--- src/rtl/md_pkg.sv ---
// Shared encodings and helpers for the iterative multiply/divide unit.
package md_pkg;

  // Operation codes as issued by the control unit.
  typedef enum logic [2:0] {
    MD_MULT  = 3'd0,
    MD_MULTU = 3'd1,
    MD_DIV   = 3'd2,
    MD_DIVU  = 3'd3,
    MD_MTHI  = 3'd4,
    MD_MTLO  = 3'd5
  } md_op_e;

  // Sequencer states.
  typedef enum logic [1:0] {
    ST_IDLE = 2'd0,
    ST_MUL  = 2'd1,
    ST_DIV  = 2'd2,
    ST_FIX  = 2'd3
  } md_state_e;

  localparam int MD_DEF_WIDTH = 32;

  // Iteration counter width for a given operand width.
  function automatic int md_cnt_w(input int width);
    return $clog2(width + 1);
  endfunction

  // MULT and DIV work on magnitudes; MULTU/DIVU use raw operands.
  function automatic logic md_is_signed(input logic [2:0] op);
    return (op == MD_MULT) || (op == MD_DIV);
  endfunction

endpackage

--- src/rtl/md_unit.sv ---
// Iterative multiply/divide unit with the HI/LO register pair.
//
// Handshake: start is taken on a rising edge only while busy is low; there is
// no separate ready, ~busy is the ready. A multiply/divide keeps busy high for
// WIDTH+1 cycles and then pulses done for one cycle as hi/lo update. MTHI/MTLO
// update hi/lo one edge after start and never raise busy or done. The state
// output is the sequencer state, exposed for observation only.
module md_unit
  import md_pkg::*;
#(
  parameter int WIDTH = MD_DEF_WIDTH
) (
  input  logic             clk,
  input  logic             rst_n,
  input  logic             start,
  input  logic [2:0]       md_op,
  input  logic [WIDTH-1:0] num1,
  input  logic [WIDTH-1:0] num2,
  output logic             busy,
  output logic             done,
  output logic [WIDTH-1:0] hi,
  output logic [WIDTH-1:0] lo,
  output md_state_e        state
);

  localparam int CNT_W = md_cnt_w(WIDTH);

  md_state_e          state_n;
  logic [CNT_W-1:0]   cnt;
  logic [2*WIDTH-1:0] acc;        // shared shift register: {upper, lower}
  logic [WIDTH-1:0]   opb;        // multiplicand or divisor magnitude
  logic               neg_q;      // negate product / quotient in FIX
  logic               neg_r;      // negate remainder in FIX
  logic               was_div;    // FIX finishes a divide rather than a multiply

  logic               ld_mul, ld_div, wr_hi, wr_lo, last_iter;
  logic               sgn;
  logic [WIDTH-1:0]   mag1, mag2;
  logic [WIDTH:0]     mul_sum, div_part, div_diff;
  logic               div_ge;
  logic [2*WIDTH-1:0] mul_next, div_next, prod_fix;
  logic [WIDTH-1:0]   q_fix, r_fix;

  assign sgn  = md_is_signed(md_op);
  assign mag1 = (sgn && num1[WIDTH-1]) ? -num1 : num1;
  assign mag2 = (sgn && num2[WIDTH-1]) ? -num2 : num2;

  assign busy      = (state != ST_IDLE);
  assign last_iter = (cnt == CNT_W'(WIDTH - 1));

  // One iteration of shift-add multiply and restoring divide, plus sign fix.
  always_comb begin
    // Multiply: add multiplicand when the multiplier LSB is set, then shift right.
    mul_sum  = {1'b0, acc[2*WIDTH-1:WIDTH]} + (acc[0] ? {1'b0, opb} : '0);
    mul_next = {mul_sum, acc[WIDTH-1:1]};
    // Divide: shift the next dividend bit into a WIDTH+1-bit partial remainder
    // and subtract the divisor if it fits. A zero divisor always "fits", which
    // yields an all-ones quotient and leaves the dividend as the remainder.
    div_part = acc[2*WIDTH-1:WIDTH-1];
    div_diff = div_part - {1'b0, opb};
    div_ge   = (div_part >= {1'b0, opb});
    div_next = {(div_ge ? div_diff[WIDTH-1:0] : div_part[WIDTH-1:0]),
                acc[WIDTH-2:0], div_ge};
    // Sign correction applied at FIX.
    prod_fix = neg_q ? -acc : acc;
    q_fix    = neg_q ? -acc[WIDTH-1:0] : acc[WIDTH-1:0];
    r_fix    = neg_r ? -acc[2*WIDTH-1:WIDTH] : acc[2*WIDTH-1:WIDTH];
  end

  // Sequencer state register.
  always_ff @(posedge clk or negedge rst_n) begin
    if (!rst_n) state <= ST_IDLE;
    else        state <= state_n;
  end

  // Next-state and launch/write decode.
  always_comb begin
    state_n = state;
    ld_mul  = 1'b0;
    ld_div  = 1'b0;
    wr_hi   = 1'b0;
    wr_lo   = 1'b0;
    case (state)
      ST_IDLE: begin
        if (start) begin
          case (md_op)
            MD_MULT, MD_MULTU: begin state_n = ST_MUL; ld_mul = 1'b1; end
            MD_DIV, MD_DIVU:   begin state_n = ST_DIV; ld_div = 1'b1; end
            MD_MTHI:           wr_hi = 1'b1;
            MD_MTLO:           wr_lo = 1'b1;
            default:           ;  // reserved codes do nothing
          endcase
        end
      end
      ST_MUL:  if (last_iter) state_n = ST_FIX;
      ST_DIV:  if (last_iter) state_n = ST_FIX;
      ST_FIX:  state_n = ST_IDLE;
      default: state_n = ST_IDLE;
    endcase
  end

  // Operand capture and iteration datapath.
  always_ff @(posedge clk or negedge rst_n) begin
    if (!rst_n) begin
      acc     <= '0;
      opb     <= '0;
      cnt     <= '0;
      neg_q   <= 1'b0;
      neg_r   <= 1'b0;
      was_div <= 1'b0;
    end else if (ld_mul) begin
      acc     <= {{WIDTH{1'b0}}, mag2};
      opb     <= mag1;
      cnt     <= '0;
      neg_q   <= sgn & (num1[WIDTH-1] ^ num2[WIDTH-1]);
      neg_r   <= 1'b0;
      was_div <= 1'b0;
    end else if (ld_div) begin
      acc     <= {{WIDTH{1'b0}}, mag1};
      opb     <= mag2;
      cnt     <= '0;
      // No quotient negation on divide-by-zero so lo stays all ones; the
      // remainder negation restores num1 exactly in hi.
      neg_q   <= sgn & (num1[WIDTH-1] ^ num2[WIDTH-1]) & (num2 != '0);
      neg_r   <= sgn & num1[WIDTH-1];
      was_div <= 1'b1;
    end else if (state == ST_MUL) begin
      acc <= mul_next;
      cnt <= cnt + CNT_W'(1);
    end else if (state == ST_DIV) begin
      acc <= div_next;
      cnt <= cnt + CNT_W'(1);
    end
  end

  // HI/LO registers and the completion pulse.
  always_ff @(posedge clk or negedge rst_n) begin
    if (!rst_n) begin
      hi   <= '0;
      lo   <= '0;
      done <= 1'b0;
    end else begin
      done <= (state == ST_FIX);
      if (state == ST_FIX) begin
        if (was_div) begin
          hi <= r_fix;
          lo <= q_fix;
        end else begin
          hi <= prod_fix[2*WIDTH-1:WIDTH];
          lo <= prod_fix[WIDTH-1:0];
        end
      end else begin
        if (wr_hi) hi <= num1;
        if (wr_lo) lo <= num1;
      end
    end
  end

endmodule

--- config.mk ---
export PLATFORM = sky130hd
export DESIGN_NAME = md_unit
export DESIGN_NICKNAME = d
export VERILOG_FILES = /design/src/rtl/md_pkg.sv /design/src/rtl/md_unit.sv
export SDC_FILE = /design/constraint.sdc
export NUM_CORES = 1
export LEC_CHECK = 0
export CAP_MARGIN = 20
export CORE_MARGIN = 5
export CORE_UTILIZATION = 33
export DETAILED_ROUTE_END_ITERATION = 10
export GPL_ROUTABILITY_DRIVEN = 1
export PLACE_DENSITY = 0.55
export SYNTH_ARGS = -nofsm -noshare
export SYNTH_HDL_FRONTEND = slang
export SYNTH_SLANG_ARGS = --single-unit
export TNS_END_PERCENT = 20
--- constraint.sdc ---
create_clock -name clk -period 6.1 [get_ports clk]
set_input_delay 0.915 -clock clk [delete_from_list [all_inputs] [get_ports clk]]
set_output_delay 0.915 -clock clk [all_outputs]
set_load 0.01 [all_outputs]
==> results of run 1 <==
per-stage QoR:
step / cells / worst slack [ns] / util, %
finish: 2696 / 2.07 / 38.7
global route: 2696 / 1.84 / 38.7
CTS: 2695 / 2.18 / 38.6
detailed placement: 2663 / 1.96 / 37.3
global placement: 2663 / 2.01 / 37.3
floorplan: 2030 / 2.89 / -
per-layer routing:
layer | vias to the layer above | GRT usage [%]
met3 | 73 | 3.86
met5 | - | 0
met1 | 7508 | 33.0
met2 | 620 | 35.1
li1 | 7360 | -
met4 | 0 | 6.13
synth_stat cells (18+ instances only):
master,n
a211oi_1,34
a21o_1,37
o31ai_1,18
xnor2_1,109
nor2_1,179
mux2i_1,83
dfrtp_1,172
a22oi_1,19
inv_1,81
clkbuf_1,101
nor3_1,47
a31oi_1,26
a21oi_1,160
nand2_1,233
o21ai_0,200
ha_1,72
nand3_1,33
nor2b_1,33
o21ai_1,20
xor2_1,55
o211ai_1,47
buf_1,19
critical path, cell delays in order, from the launching register on:
cell       delay (ns)
dfrtp_1          0.48
inv_1            0.54
nor2_1           0.14
ha_1             0.35
nor2b_1          0.17
o2111ai_1        0.24
a21oi_1          0.22
nor4_1           0.38
nor2_1           0.19
a211oi_1         0.55
o21ai_0          0.25
a31oi_1          0.20
nor4bb_1         0.22
state kept, by name (all words and copies together) (netlist names):
register and count:
acc 64, cnt 6, done 1, hi 32
lo 32, neg_q 1, neg_r 1, opb 32
state 2, was_div 1
layout make-up:
type / instances / area [µm²] / share of cell area (%)
repair buffers: 155 / 1530 / 8.45
clock inverters: 14 / 176 / 0.978
inverters: 83 / 312 / 1.73
clock buffers: 18 / 429 / 2.38
well taps: 607 / 759 / 4.21
flip-flops and latches: 172 / 4300 / 23.9
multi-input cells: 1647 / 10500 / 58.4
placed cells by master (no fill, tap or decap), types with 7 or more instances in the layout:
cell             netlist  final
nor2b_1               33     32
a21o_1                37     37
nand4_1               17     17
inv_1                 81     81
o21ai_0              200    200
dfrtp_1              172    172
o41ai_1                8      8
o211ai_1              47     47
o22ai_1                7      7
and3_1                14     14
xor2_1                55     55
mux2i_1               83     83
or4_1                 16     16
xnor2_1              109    109
ha_1                  72     70
a21oi_1              160    159
o21bai_1              10     10
and2_1                16     16
mux2_2                 7      7
clkbuf_16              0     17
nor3_1                47     47
a31oi_1               26     26
nor4_1                16     16
nand3_1               33     33
o21ai_1               20     20
nand2b_1              13     13
a211oi_1              34     34
nor2_1               179    175
buf_4                  3     17
nand2_1              233    232
clkdlybuf4s50_1        0    135
or3_1                 14     14
a22oi_1               19     19
o31ai_1               18     18
cells by family after synthesis:
family | count (synthesis) | synth area share, %
flops | 172 | 27.6
xor+xnor | 165 | 9.31
simple gates | 675 | 20.8
mux | 90 | 5.83
fa+ha+maj | 74 | 6.03
buf+inv | 211 | 5.23
compound gates | 643 | 25.2
final timing paths:
check	startpoint	end	slack (ns)	cells past startpoint
setup / recovery	acc[0]	acc[59]	2.07	12
hold / removal	rst_n	acc[45]	0.37	1
setup reg to reg	acc[0]	acc[59]	2.07	12
hold reg to reg	opb[25]	opb[25]	0.49	2
max in group asynchronous	rst_n	acc[28]	4.61	3
min in group clk	opb[25]	opb[25]	0.49	2
power by group:
| part | internal [mW] | total [mW] | switching [mW] |
|---|---|---|---|
| registers | 1.72 | 2.55 | 0.834 |
| clock network | 0.622 | 1.18 | 0.556 |
| logic | 3.24 | 8.03 | 4.79 |
==> out/results.tsv, run 1 <==
stage	metric	value	unit
placement	I/O Buffers	137	
worst_hold_path	worst min path class	in2async	
pwr	Pleak	7.39	nW
sta	final slew viol count	0	
final_layout	Syn-to-layout area delta	15.6	%
route	Detailed Route WL	60700	µm
logic_synthesis	Top FF cell, synth	dfrtp_1	
logic_synthesis	Yosys cell types	89	
floorplanning	Die Area	0.0517	mm²
sta	final critical-path required period	4.03	ns
floorplanning	core area	0.0467	mm²
clock_tree	H-tree levels	4	
placement	gp weighted congestion	0.940	
global_routing	first-pass GRT wire length	90500	µm
sta	worst slew pin tran	1.05	ns
route	DRC Markers	0	
placement	DP Area	0.0174	mm²
clock_tree	Clock Path Buffers	2	
sta	Final Hold Viols	0	
critical_path	CP endpoint kind	flop	
logic_synthesis	area share of the largest cell type after synthesis	27.6	%
critical_path	crit-path max FO	13	
final_layout	final instance area	0.0180	mm²
clock_tree	Hold-fix buffers, CTS	0	
final_layout	nets	2220	
sta	Tcrit/Tclk final	66.1	%
route	DR vias	15600	
global_routing	Remaining Overflow, GRT	0	
logic_synthesis	sequential area share after synthesis	27.6	%
route	via-per-instance ratio	5.77	
clock_tree	# resized after CTS	0	
logic_synthesis	Cells after Synth	2030	
final_layout	Fill cells	4876	
route	DRT met1 WL	28100	µm
logic_synthesis	Mean Syn Cell Area	7.69	µm²
route	routed wire length per instance	22.5	µm
sta	hold slack	0.373	ns
logic_synthesis	EDFF count, synth	0	
clock_tree	# Post-CTS Setup Buffers	0	
route	met3 WL	4270	µm
pwr	Power Total	11.8	mW
global_routing	largest net degree at the start of global routing	117	
critical_path	CP Launch Type	flop	
clock_tree	Worst-path clk slew	0.08	ns
floorplanning	cell row count	79	
pwr	Worst VDD drop	269	µV
global_routing	total track usage	22.7	%
sta	relative slew slack	29.6	%
route	WL met2	26800	µm
sta	RSZ-0062 raised after global routing	false	
critical_path	worst path required time	6.45	ns
placement	Final HPWL DP	46800	µm
clock_tree	Root Driver	clkbuf_16	
clock_tree	later-pin clock latency in the skew report	0.46	ns
logic_synthesis	Mapped Area	0.0156	mm²
sta	skew final	0.0194	ns
critical_path	Setup Crit Path Kind	reg2reg	
pwr	PwrDens	652	mW/mm²
clock_tree	clock sinks	172	
sta	endpoints failing setup	0	
floorplanning	Chip Height	227	µm
global_routing	initial antenna violation count	1	
logic_synthesis	Post-synth ARST share	100	%
route	Pre-antenna DRT Iters	5	
route	DR iter-0 viols	1408	
route	DRT antenna net count	0	
logic_synthesis	Synthesis Warnings	0	
status	status	completed	
final_layout	layout cells sized above 1	4.79	%
clock_tree	CTS tree	yes	
clock_tree	cts bufs inserted	17	
floorplanning	die width	227	µm
critical_path	CP Data Arrival Time	4.39	ns
logic_synthesis	Area contributors post-synth	dfrtp_1 (28%), o21ai_0 (6.4%), xnor2_1 (6.1%), ha_1 (5.8%), nand2_1 (5.6%)	
sta	Peak Freq	248	MHz
global_routing	vias in the first global route	14700	
route	Top Metal Used	met4	
logic_synthesis	synthesized flop and latch total	172	
sta	total negative setup slack	0	ns
floorplanning	Initial Util	33.5	%
job	max-capacitance violation count	0	
logic_synthesis	Post-Syn Nets	2174	
logic_synthesis	Synth area leader	dfrtp_1	
floorplanning	IO Count	138	
final_layout	n_diodes	0	
No activity file was read; power rests on OpenSTA's default activity.
==> run 2, diff against run 1 <==
==> constraint.sdc (replaced) <==
create_clock -name clk -period 3.75 [get_ports clk]
set_input_delay 0.5625 -clock clk [delete_from_list [all_inputs] [get_ports clk]]
set_output_delay 0.5625 -clock clk [all_outputs]
set_load 0.01 [all_outputs]
==> run 2 against run 1 <==
Register-to-register slack got worse by 1.9 ns. Total power increased by 72%. Largest power group unchanged. Clock-buffer cell count increased by 1. Critical path type unchanged. Utilization increased by 1.7 points.
==> out/results.tsv, run 2 (synthesis gave the netlist of run 1 again) <==
stage	metric	value	unit
final_layout	post-layout util	40.4	%
final_layout	final std cells w/o fill	2791	
final_layout	max reg flops	64	
sta	worst slew pin tran	0.782	ns
route	Detailed Route WL	64600	µm
route	Pre-antenna DRT Iters	6	
sta	endpoints failing setup	0	
pwr	PwrDens	1080	mW/mm²
critical_path	CP endpoint kind	flop	
floorplanning	Die Area	0.0517	mm²
placement	I/O Buffers	137	
placement	placed insts	2759	
floorplanning	Chip Height	227	µm
sta	total negative setup slack	0	ns
floorplanning	die width	227	µm
pwr	Pleak	7.89	nW
global_routing	vias in the first global route	15300	
route	via-per-instance ratio	5.77	
critical_path	CP Capture Point	acc[59]	
critical_path	crit path from	acc[0]	
sta	Final Hold Viols	0	
final_layout	Largest Register	acc	
clock_tree	Clock Path Buffers	2	
clock_tree	Worst-path clk slew	0.08	ns
floorplanning	core area	0.0467	mm²
critical_path	worst path required time	4.11	ns
global_routing	initial antenna violation count	1	
sta	final critical-path required period	3.59	ns
final_layout	Syn-to-layout area delta	20.7	%
sta	hold slack	0.144	ns
critical_path	reg-to-reg slack, setup	0.16	ns
route	DRT antenna net count	0	
route	DR vias	16100	
clock_tree	clock sinks	172	
final_layout	layout cells sized above 1	8.97	%
clock_tree	cts bufs inserted	17	
critical_path	crit-path max FO	10	
sta	skew final	0.0188	ns
floorplanning	cell row count	79	
clock_tree	H-tree levels	4	
job	max-capacitance violation count	0	
final_layout	nets	2315	
global_routing	first-pass GRT wire length	96500	µm
final_layout	most common cell after layout, fill and taps aside	nand2_1	
sta	relative slew slack	47.9	%
pwr	Power Total	20.3	mW
floorplanning	IO Count	138	
floorplanning	Initial Util	33.5	%
clock_tree	CTS tree	yes	
critical_path	Critical R2R Launch	acc[0]	
critical_path	Setup Crit Path Kind	reg2reg	
critical_path	worst reg2reg endpoint	acc[59]	
sta	RSZ-0062 raised after global routing	false	
global_routing	Remaining Overflow, GRT	0	
route	routed wire length per instance	23.2	µm
critical_path	Reg2Reg Depth	15	
critical_path	CP Data Arrival Time	3.95	ns
global_routing	total track usage	24.4	%
sta	final slew viol count	0	
status	status	completed	
worst_hold_path	worst min path class	in2async	
route	DR iter-0 viols	1671	
final_layout	n_diodes	0	
placement	gp weighted congestion	0.928	
placement	Final HPWL DP	50600	µm
clock_tree	later-pin clock latency in the skew report	0.48	ns
pwr	Worst VDD drop	543	µV
route	DRC Markers	0	
sta	Peak Freq	278	MHz
sta	Tcrit/Tclk final	95.8	%
clock_tree	Root Driver	clkbuf_16	
final_layout	most frequent cells in the layout	nand2_1 (232), o21ai_0 (200), nor2_1 (176), dfrtp_1 (172), a21oi_1 (159)	
critical_path	CP Launch Type	flop	
global_routing	largest net degree at the start of global routing	82	
run 2: cell types whose count changed in the layout (fill, tap and decap cells not counted), sizes merged:
| cell | before | now |
|---|---|---|
| clkbuf | 19 | 20 |
| clkinv | 3 | 4 |
| buf | 19 | 114 |
| clkinvlp | 3 | 0 |
| inv | 89 | 90 |
run 2: what timing repair did:
| item | in CTS | in global routing |
|---|---|---|
| setup buffers | 0 | 0 |
| endpoints found under the hold margin | 0 | 0 |
| setup endpoints to repair | 0 | 1 |
| hold buffers | 0 | 0 |
| gates resized for setup | 0 | 1 |
run 2: how the worst min path moves through the flow:
| stage | start | end | cells after the start |
|---|---|---|---|
| floorplan | rst_n | acc[0] | 0 |
| global placement | opb[23] | opb[23] | 2 |
| detailed placement | opb[3] | opb[3] | 2 |
| CTS | rst_n | acc[43] | 1 |
| global route | rst_n | acc[43] | 1 |
| finish | rst_n | acc[43] | 1 |
run 2: per-stage QoR:
step	setup WS, ns	cell area (µm²)
3_3_place_gp	0.148	18200
2_1_floorplan	0.544	15600
6_report	0.158	18800
5_1_grt	0.00847	18800
4_1_cts	0.0922	18800
3_5_place_dp	0.0883	18200
run 2: area by class of cell:
cell class / instances / area [µm²]
clock buffers: 19 / 453
clock inverters: 13 / 174
fillers: 4843 / 27800
inverters: 83 / 312
multi-input cells: 1647 / 10500
flip-flops and latches: 172 / 4300
well taps: 607 / 759
repair buffers: 250 / 2290
run 2: worst max-delay path: stages, from the launching register on:
cell and delay [ns]:
dfrtp_1 0.42, inv_1 0.12, buf_4 0.21, buf_4 0.23, nor2_1 0.07, ha_1 0.29, a21o_1 0.19, a21o_1 0.20
a21oi_1 0.15, o21ai_0 0.14, and3_1 0.21, a211oi_1 0.42, buf_4 0.20, o21ai_0 0.14, a31oi_1 0.19, nor4bb_2 0.29
run 2: report_power, final:
part	switching, mW	internal [mW]	total [mW]
Combinational	8.53	5.95	14.5
Sequential	0.960	2.80	3.76
Clock	0.950	1.05	2.00
Total	10.4	9.81	20.3
run 2: layer usage:
layer  share of wire (%)  track usage, %
met1                  46            34.8
met2                  44            37.4
met3                 7.0            3.87
met4                 3.5            8.87
met5                   0               0
==> run 3, diff against run 2 <==
--- a/config.mk
+++ b/config.mk
@@ -6,11 +6,11 @@
 export NUM_CORES = 1
 export LEC_CHECK = 0
 export CAP_MARGIN = 20
-export CORE_MARGIN = 5
-export CORE_UTILIZATION = 33
+export CORE_MARGIN = 2
+export CORE_UTILIZATION = 30
 export DETAILED_ROUTE_END_ITERATION = 10
 export GPL_ROUTABILITY_DRIVEN = 1
-export PLACE_DENSITY = 0.55
+export PLACE_DENSITY = 0.51
 export SYNTH_ARGS = -nofsm -noshare
 export SYNTH_HDL_FRONTEND = slang
 export SYNTH_SLANG_ARGS = --single-unit
==> run 3 against run 2 <==
Design area increased by 0.83%. Global-route usage decreased by 0.21 points. Die area increased by 4.1%. Sequential power decreased by 1%. Non-clock buffer count increased by 24. Register-to-register slack improved by 0.05 ns. Worst hold slack got worse by 0.047 ns. Combinational power increased by 3%. Critical path depth decreased by 4. Worst setup slack improved by 0.054 ns. Routed wire length increased by 2.1%.
==> out/results.tsv, run 3 (synthesis gave the netlist of run 1 again) <==
stage	metric	value	unit
pwr	PwrDens	1070	mW/mm²
sta	hold slack	0.0965	ns
sta	Tcrit/Tclk final	94.4	%
pwr	Int Pwr	9.76	mW
floorplanning	Initial Util	30.4	%
critical_path	CP endpoint kind	flop	
pwr	portion of total power attributed to sequential cells	18.2	%
final_layout	most frequent cells in the layout	nand2_1 (232), o21ai_0 (200), nor2_1 (176), dfrtp_1 (172), a21oi_1 (159)	
sta	final critical-path required period	3.54	ns
global_routing	Remaining Overflow, GRT	0	
route	DRC Markers	0	
final_layout	most common cell after layout, fill and taps aside	nand2_1	
clock_tree	later-pin clock latency in the skew report	0.45	ns
clock_tree	# resized after CTS	0	
route	DR iter-0 viols	1623	
status	status	completed	
critical_path	Worst path slowest cell	a21oi_4	
global_routing	total track usage	24.2	%
sta	relative slew slack	41.7	%
floorplanning	Chip Height	232	µm
placement	Final HPWL DP	52400	µm
final_layout	n_diodes	0	
route	routed wire length per instance	22.9	µm
worst_hold_path	worst min path class	in2async	
sta	RSZ-0062 raised after global routing	false	
final_layout	Largest Register	acc	
placement	DP Worst Slack	0.220	ns
critical_path	critical path's largest stage delay	0.53	ns
critical_path	worst reg2reg endpoint	acc[41]	
sta	skew final	0.0147	ns
route	via-per-instance ratio	5.60	
global_routing	met2 Resource Use GR	36.6	%
critical_path	CP Data Arrival Time	3.85	ns
sta	worst slew pin tran	0.874	ns
final_layout	max reg flops	64	
route	Pre-antenna DRT Iters	5	
clock_tree	cts bufs inserted	17	
clock_tree	CTS tree	yes	
pwr	Worst VDD drop	383	µV
placement	DP Area	0.0185	mm²
sta	final slew viol count	0	
final_layout	Syn-to-layout area delta	21.7	%
floorplanning	core area	0.0514	mm²
sta	Final WS setup	0.211	ns
sta	endpoints failing setup	0	
placement	I/O Buffers	137	
critical_path	Reg2Reg Depth	11	
pwr	Clock power frac	8.6	%
floorplanning	Die Area	0.0539	mm²
global_routing	vias in the first global route	15400	
sta	Final Hold Viols	0	
global_routing	first-pass GRT wire length	98200	µm
clock_tree	Root Driver	clkbuf_16	
sta	Peak Freq	283	MHz
global_routing	GR Layer Usage met3	4.14	%
pwr	Switching Share	52.1	%
floorplanning	cell row count	83	
critical_path	reg-to-reg slack, setup	0.21	ns
critical_path	CP Launch Type	flop	
global_routing	GRT met1 Usage	34.3	%
critical_path	CP Capture Point	acc[41]	
final_layout	layout cells sized above 1	9.79	%
route	DR vias	16200	
critical_path	Critical R2R Launch	acc[33]	
floorplanning	die width	232	µm
global_routing	grt peak-use layer	met2	
pwr	Psw	10.6	mW
floorplanning	IO Count	138	
clock_tree	Clock Path Buffers	2	
critical_path	crit-path max FO	15	
placement	gp weighted congestion	0.930	
job	max-capacitance violation count	0	
pwr	Gate power share	73.2	%
clock_tree	Worst-path clk slew	0.07	ns
critical_path	Setup Crit Path Kind	reg2reg	
global_routing	initial antenna violation count	0	
critical_path	Critical Path, Cell by Cell	ha_1 -> o21a_1 -> o31a_1 -> a31oi_1 -> a211o_1 -> o21ai_2 -> a21oi_4 -> buf_12 -> nor2_1 -> o31ai_1 -> a21oi_1	
pwr	Pleak	7.95	nW
clock_tree	Hold-fix buffers, CTS	0	
pwr	Power Total	20.4	mW
final_layout	final instance area	0.0190	mm²
clock_tree	# Post-CTS Setup Buffers	0	
route	DRT antenna net count	0	
clock_tree	H-tree levels	4	
critical_path	worst path required time	4.06	ns
critical_path	crit path from	acc[33]	
clock_tree	clock sinks	172	
route	Detailed Route WL	66000	µm
final_layout	nets	2339	
sta	total negative setup slack	0	ns
global_routing	largest net degree at the start of global routing	79	
## run 3: cell count changes in the layout (fill, tap and decap cells not counted), moves of 2 or more
cell / change
clkinv_4: +2
clkinvlp_4: +2
clkinv_2: +2
inv_8: -3
buf_12: -2
buf_4: +26
bufinv_16: -2
clkbuf_1: +2
inv_6: -2
## run 3: worst max-delay path: cells and delay by family (launching register included)
family | cells | cell delay (ns)
and+or+nand+nor | 1 | 0.06
adders and majority gates | 1 | 0.43
AOI/OAI and AO/OA | 8 | 2.16
buffers and inverters | 1 | 0.23
DFF | 1 | 0.49
## run 3: per-layer routing
metal | vias up | share of wire, %
met2 | 599 | 44
li1 | 7611 | -
met3 | 83 | 6.4
met5 | - | 0
met4 | 0 | 3.4
met1 | 7888 | 46
## run 3: area by class of cell
type                       count  area, µm²
fill                        5430      32400
multi-input combinational   1647      10500
sequential                   172       4300
timing repair buffer         274       2450
tap                          680        851
clock buffer                  20        447
inverter                      83        312
clock inverter                11       88.8
## run 3: power by group through the flow
| stage | clock network (mW) | logic, mW | registers (mW) |
|---|---|---|---|
| finish | 1.75 | 14.9 | 3.72 |
| CTS | 1.78 | 14.8 | 3.71 |
| global placement | 0 | 14.6 | 3.73 |
| global route | 1.85 | 16.2 | 3.83 |
| detailed placement | 0 | 14.7 | 3.75 |
| floorplan | 0 | 9.26 | 3.59 |
## run 3: worst min-delay path by stage
stage	from	end	cells after the start	slack, ns
after global placement	opb[3]	opb[3]	2	0.50
after CTS	rst_n	acc[49]	1	0.11
after floorplan	rst_n	acc[0]	0	0.27
after global routing	rst_n	acc[46]	1	0.14
after detailed placement	opb[0]	opb[0]	2	0.51
final	rst_n	acc[49]	1	0.1
## run 3: metrics by stage
| step | instances | util, % |
|---|---|---|
| after floorplan | 2030 | - |
| after global placement | 2856 | 35.9 |
| after detailed placement | 2856 | 35.9 |
| after CTS | 2887 | 36.9 |
| after global routing | 2887 | 36.9 |
| final | 2887 | 36.9 |
